[config.mk]
export PLATFORM = sky130hd
export DESIGN_NAME = bounce_frame_ctrl
export DESIGN_NICKNAME = d
export VERILOG_FILES = /design/src/rtl/bounce_frame_ctrl.sv
export SDC_FILE = /design/constraint.sdc
export NUM_CORES = 1
export LEC_CHECK = 0
export BUFFER_PORTS_ARGS = -buffer_cell sky130_fd_sc_hd__buf_2
export CAP_MARGIN = 20
export CORE_UTILIZATION = 25
export DETAILED_ROUTE_END_ITERATION = 8
export SLEW_MARGIN = 20
export SYNTH_ARGS = -nofsm -noshare
export SYNTH_HDL_FRONTEND = slang
export SYNTH_SLANG_ARGS = --single-unit
export TNS_END_PERCENT = 10
[constraint.sdc]
create_clock -name clk -period 3.15 [get_ports clk]
set_input_delay 0 -clock clk [delete_from_list [all_inputs] [get_ports clk]]
set_output_delay 0 -clock clk [all_outputs]
set_load 0.05 [all_outputs]
[src/rtl/bounce_frame_ctrl.sv]
// Per-frame sequencer for the color-bounce game: moves the ball on each frame tick, scores landings,
// strobes the game-state memory and handshakes with the VGA draw engine.
module bounce_frame_ctrl #(
    parameter logic [7:0] Y_TOP     = 8'd8,
    parameter logic [7:0] Y_FLOOR   = 8'd100,
    parameter logic [7:0] LFSR_SEED = 8'hA5
) (
    input  logic        clk,
    input  logic        reset,
    input  logic        start,
    input  logic        frame_tick,
    input  logic [1:0]  lane_sel,
    input  logic [11:0] color_plats_in,
    input  logic        draw_ack,
    output logic [7:0]  prev_ball,
    output logic [7:0]  curr_ball,
    output logic [2:0]  color_ball,
    output logic [11:0] score,
    output logic        mem_we,
    output logic        draw_req,
    output logic        game_over,
    output logic        busy
);

    typedef enum logic [2:0] {
        S_IDLE, S_WAIT_TICK, S_MOVE, S_CHECK, S_COMMIT, S_DRAW, S_OVER
    } state_t;

    state_t      state_q, state_d;
    logic [7:0]  prev_q, prev_d;
    logic [7:0]  curr_q, curr_d;
    logic [2:0]  color_q, color_d;
    logic [11:0] score_q, score_d;
    logic        dir_up_q, dir_up_d;
    logic        over_q, over_d;
    logic [7:0]  lfsr_q, lfsr_d;

    logic [2:0]  lane_color [4];

    genvar gi;
    generate
        for (gi = 0; gi < 4; gi++) begin : g_lane
            assign lane_color[gi] = color_plats_in[3*gi +: 3];
        end
    endgenerate

    // Three-digit BCD increment that sticks at 999.
    function automatic logic [11:0] bcd_inc(input logic [11:0] v);
        logic [11:0] r;
        r = v;
        if (v != 12'h999) begin
            if (r[3:0] == 4'd9) begin
                r[3:0] = 4'd0;
                if (r[7:4] == 4'd9) begin
                    r[7:4]  = 4'd0;
                    r[11:8] = r[11:8] + 4'd1;
                end else begin
                    r[7:4] = r[7:4] + 4'd1;
                end
            end else begin
                r[3:0] = r[3:0] + 4'd1;
            end
        end
        return r;
    endfunction

    always_ff @(posedge clk) begin
        if (!reset) begin
            state_q  <= S_IDLE;
            prev_q   <= Y_TOP;
            curr_q   <= Y_TOP;
            color_q  <= 3'b111;
            score_q  <= 12'h000;
            dir_up_q <= 1'b0;
            over_q   <= 1'b0;
            lfsr_q   <= LFSR_SEED;
        end else begin
            state_q  <= state_d;
            prev_q   <= prev_d;
            curr_q   <= curr_d;
            color_q  <= color_d;
            score_q  <= score_d;
            dir_up_q <= dir_up_d;
            over_q   <= over_d;
            lfsr_q   <= lfsr_d;
        end
    end

    always_comb begin
        state_d = state_q;
        case (state_q)
            S_IDLE:      if (start) state_d = S_WAIT_TICK;
            S_WAIT_TICK: if (frame_tick) state_d = S_MOVE;
            S_MOVE:      state_d = S_CHECK;
            S_CHECK:     state_d = S_COMMIT;
            S_COMMIT:    state_d = S_DRAW;
            S_DRAW:      if (draw_ack) state_d = over_q ? S_OVER : S_WAIT_TICK;
            S_OVER:      if (start) state_d = S_WAIT_TICK;
            default:     state_d = S_IDLE;
        endcase
    end

    always_comb begin
        prev_d   = prev_q;
        curr_d   = curr_q;
        color_d  = color_q;
        score_d  = score_q;
        dir_up_d = dir_up_q;
        over_d   = over_q;
        lfsr_d   = {lfsr_q[6:0], lfsr_q[7] ^ lfsr_q[5] ^ lfsr_q[4] ^ lfsr_q[3]};
        case (state_q)
            S_MOVE: begin
                prev_d = curr_q;
                curr_d = dir_up_q ? curr_q - 8'd1 : curr_q + 8'd1;
            end
            S_CHECK: begin
                if (!dir_up_q && curr_q == Y_FLOOR) begin
                    if (color_q == lane_color[lane_sel]) begin
                        score_d  = bcd_inc(score_q);
                        dir_up_d = 1'b1;
                        color_d  = lane_color[lfsr_q[1:0]];
                    end else begin
                        over_d = 1'b1;
                    end
                end else if (dir_up_q && curr_q == Y_TOP) begin
                    dir_up_d = 1'b0;
                end
            end
            S_OVER: begin
                if (start) begin
                    prev_d   = Y_TOP;
                    curr_d   = Y_TOP;
                    color_d  = 3'b111;
                    score_d  = 12'h000;
                    dir_up_d = 1'b0;
                    over_d   = 1'b0;
                end
            end
            default: ;
        endcase
    end

    always_comb begin
        mem_we   = (state_q == S_COMMIT);
        draw_req = (state_q == S_DRAW);
        busy     = (state_q == S_MOVE) || (state_q == S_CHECK) ||
                   (state_q == S_COMMIT) || (state_q == S_DRAW);
    end

    assign prev_ball  = prev_q;
    assign curr_ball  = curr_q;
    assign color_ball = color_q;
    assign score      = score_q;
    assign game_over  = over_q;

endmodule

==> reports/qor.yml <==
status:
  outcome: "finished, final reports clean"
setup_path:
  cpPeakStageDelay_ps: 570
  reg2reg_to: "score[7]$_SDFFE_PN0P_"
  endpoint_kind: "flop"
  cp_max_fo: 7
  critPathLaunchType: "flop"
  reg2regPathDepth: 6
  required_ps: 3350
  critPathMostFrequentCell: "or4_4"
  rrSetupSlack_ps: 560
  cpMaxStageDelayCell: "or4_4"
  arrival_ps: 2800
  crit_type: "reg2reg"
  crit_chain: "or4_4 -> or4_4 -> a21o_1 -> nor3_1 -> a21oi_1 -> a32o_2"
  rr_startpoint: "curr_ball[0]$_SDFFE_PN0P_"
synthesis:
  synth_area_um2: 2555
  yosysUniqueCellTypes: 54
  synth_nets: 321
  synth_edf_count: 0
  postSynthCellCount: 289
  yosysSeqAreaShare_pct: 34.48
  async_flop_share_pct: 0
  ys_ff_latch: 44
  avgSynthCellArea_um2: 8.841
  yosys_most_used_dff: "dfxtp_1"
  ys_warn_count: 0
cts:
  cts_buffers: 5
  cts_tree: "done"
  cts_resized: 0
  clk_latency_ps: 300
  cts.hold.buffers_added: 0
  clk_pin_slew_ps: 90
  clock_path_buffers: 2
  numClockSinks: 44
  cts_setup_buffers: 0
  htree_levels: 2
  cts_root_buf: "clkbuf_8"
hold_path:
  min_to: "lfsr_q[0]$_SDFF_PN1_"
  min_path_cells: 2
  hold_path.class: "in2reg"
  worstHoldStart: "reset"
sta:
  fin_crit_sh_pct: 82.24
  skew_ps: 15.74
  timing.final.ws_setup_ps: 559.5
  fin_crit_ps: 2590
  rsz0062_at_grt: "no"
  final-setup-viol-count: 0
  worstMarginPinSlew_ps: 796.8
  setup-tns-final_ps: 0
  hold_violations: 0
  fmax_ghz: 0.3860
  drv_slew: 0
  relSlewSlack_pct: 46.32
detailed_routing:
  route.met2.wl_um: 2854
  ant_nets: 0
  drc_errors: 0
  top_layer_used: "met4"
  drtIter0Drc: 92
  dr_wl_met3_um: 302
  wl_per_cell_um: 13.18
  detail_route.vias_per_cell: 4.869
  drt_wl_total_um: 6233
  first_pass_iters: 4
  wl_met1_um: 3002
  num_vias: 2303
floorplanning:
  die_w_um: 103.1
  dieArea_um2: 10630
  core_area_um2: 9819
  boundaryPins: 54
  start_util_pct: 26.02
  die_y_um: 103.1
  rows: 36
placed_design:
  dp_slack_ps: 597.8
  dpl.hpwl_um: 4602
  finalWeightedCongestion: 0.8069
  io_buffers: 53
  place_inst: 465
finish:
  diodes: 0
  seq_area_um2: 880.8
  nets: 371
  syn_to_final_growth_pct: 19.93
  final_common_cell: "buf_2"
  fillers: 1079
  multi_input_area_um2: 1588
  drive_gt1_share_pct: 22.35
  mostFrequentLayoutCells: "buf_2, dfxtp_1, nand2_1"
  final_core_util_pct: 31.21
  final_cells: 473
grt:
  grt_pass1_vias: 2105
  antenna_found_initial: 0
  grt_overflow: 0
  grt_pass1_wl_um: 10320
  track_usage_pct: 12.45
  grt_max_degree: 30
power:
  cellLeakagePower_nw: 1.268
  vdd_drop_max_v: 0.0002921
  cellPowerDensity_nw_per_um2: 390.2
flow_run:
  maxCapViolations: 0
[cells in the mapped netlist, types with 3 or more instances]
library cell / instances / area share, %
dfxtp_1: 44 / 34
nand2_1: 22 / 3.2
a21oi_1: 14 / 2.7
nor2b_1: 13 / 3.2
ha_1: 12 / 5.9
nor2_1: 12 / 1.8
a22oi_1: 11 / 3.2
nand3_1: 11 / 2.2
o21ai_0: 11 / 2.2
nor3_1: 10 / 2.0
clkbuf_1: 9 / 1.3
inv_1: 9 / 1.3
nand3b_1: 8 / 2.4
and2_1: 7 / 1.7
mux2i_1: 7 / 2.7
o211ai_1: 7 / 2.1
xor2_1: 6 / 2.1
nor3b_1: 5 / 1.5
o21a_1: 5 / 1.5
or3_1: 5 / 1.2
xnor2_1: 5 / 1.7
mux4_2: 4 / 3.5
nand2b_1: 4 / 0.98
a21o_1: 3 / 0.88
buf_2: 3 / 0.59
o22ai_1: 3 / 0.73
or4_4: 3 / 1.3
[critical path: cells and delay by family, from the launching register on]
| kind | cells | cell delay, ps |
|---|---|---|
| AO/OA/AOI/OAI | 3 | 730 |
| flip-flops | 1 | 390 |
| AND/OR/NAND/NOR | 3 | 1370 |
[per-layer routing]
metal,vias to the layer above,global-route usage [%]
met5,-,0
met4,0,4.334
met3,6,2.712
met2,58,19.95
met1,1078,16.49
li1,1161,-
[power breakdown]
group	total (mW)	internal (mW)	switching, mW	leakage [nW]
registers	0.597	0.573	0.0236	0.358
clock network	0.438	0.236	0.202	0.0552
logic	0.161	0.0682	0.0930	0.855
[stage by stage]
step / power, mW / area, um^2 / hold slack [ps]
after floorplan: 0.7257 / 2555 / 251.1
after global placement: 0.7695 / 2957 / 332.2
after detailed placement: 0.7717 / 2957 / 332.2
after CTS: 1.210 / 3064 / 10.72
after global routing: 1.248 / 3064 / 40.25
final: 1.196 / 3064 / 16.67
[state kept, by name, summed over array words and instances, names as in the netlist]
name,cells
dir_up_q,1
game_over,1
color_ball,3
prev_ball,8
lfsr_q,8
curr_ball,8
state_q,3
score,12
[worst max-delay path by stage]
stage	endpoint	cells after the start	startpoint	slack [ps]
finish	score[7]$_SDFFE_PN0P_	6	curr_ball[0]$_SDFFE_PN0P_	560
floorplan	score[8]$_SDFFE_PN0P_	6	curr_ball[0]$_SDFFE_PN0P_	480
global route	score[1]$_SDFFE_PN0P_	5	state_q[0]$_SDFFE_PN0P_	430
detailed placement	score[7]$_SDFFE_PN0P_	6	curr_ball[0]$_SDFFE_PN0P_	600
global placement	score[7]$_SDFFE_PN0P_	6	curr_ball[0]$_SDFFE_PN0P_	620
CTS	score[7]$_SDFFE_PN0P_	6	curr_ball[0]$_SDFFE_PN0P_	570
[layout make-up]
type	count	area share, %
Multi-Input combinational cell	223	51.82
Sequential cell	44	28.75
Timing Repair Buffer	56	9.392
Tap cell	133	5.431
Clock buffer	6	2.368
Clock inverter	2	1.143
Inverter	9	1.102
[logic make-up (layout without fill, tap and decap cells)]
| family | count (synthesis) | count (layout) | share of synthesized area [%] |
|---|---|---|---|
| compound gates | 71 | 71 | 18.66 |
| xor+xnor | 11 | 11 | 3.771 |
| fa+ha+maj | 13 | 13 | 6.660 |
| buf+inv | 22 | 73 | 3.379 |
| flops | 44 | 44 | 34.48 |
| mux | 13 | 13 | 7.150 |
| simple gates | 115 | 115 | 25.91 |
No activity file was read; power rests on OpenSTA's default activity.
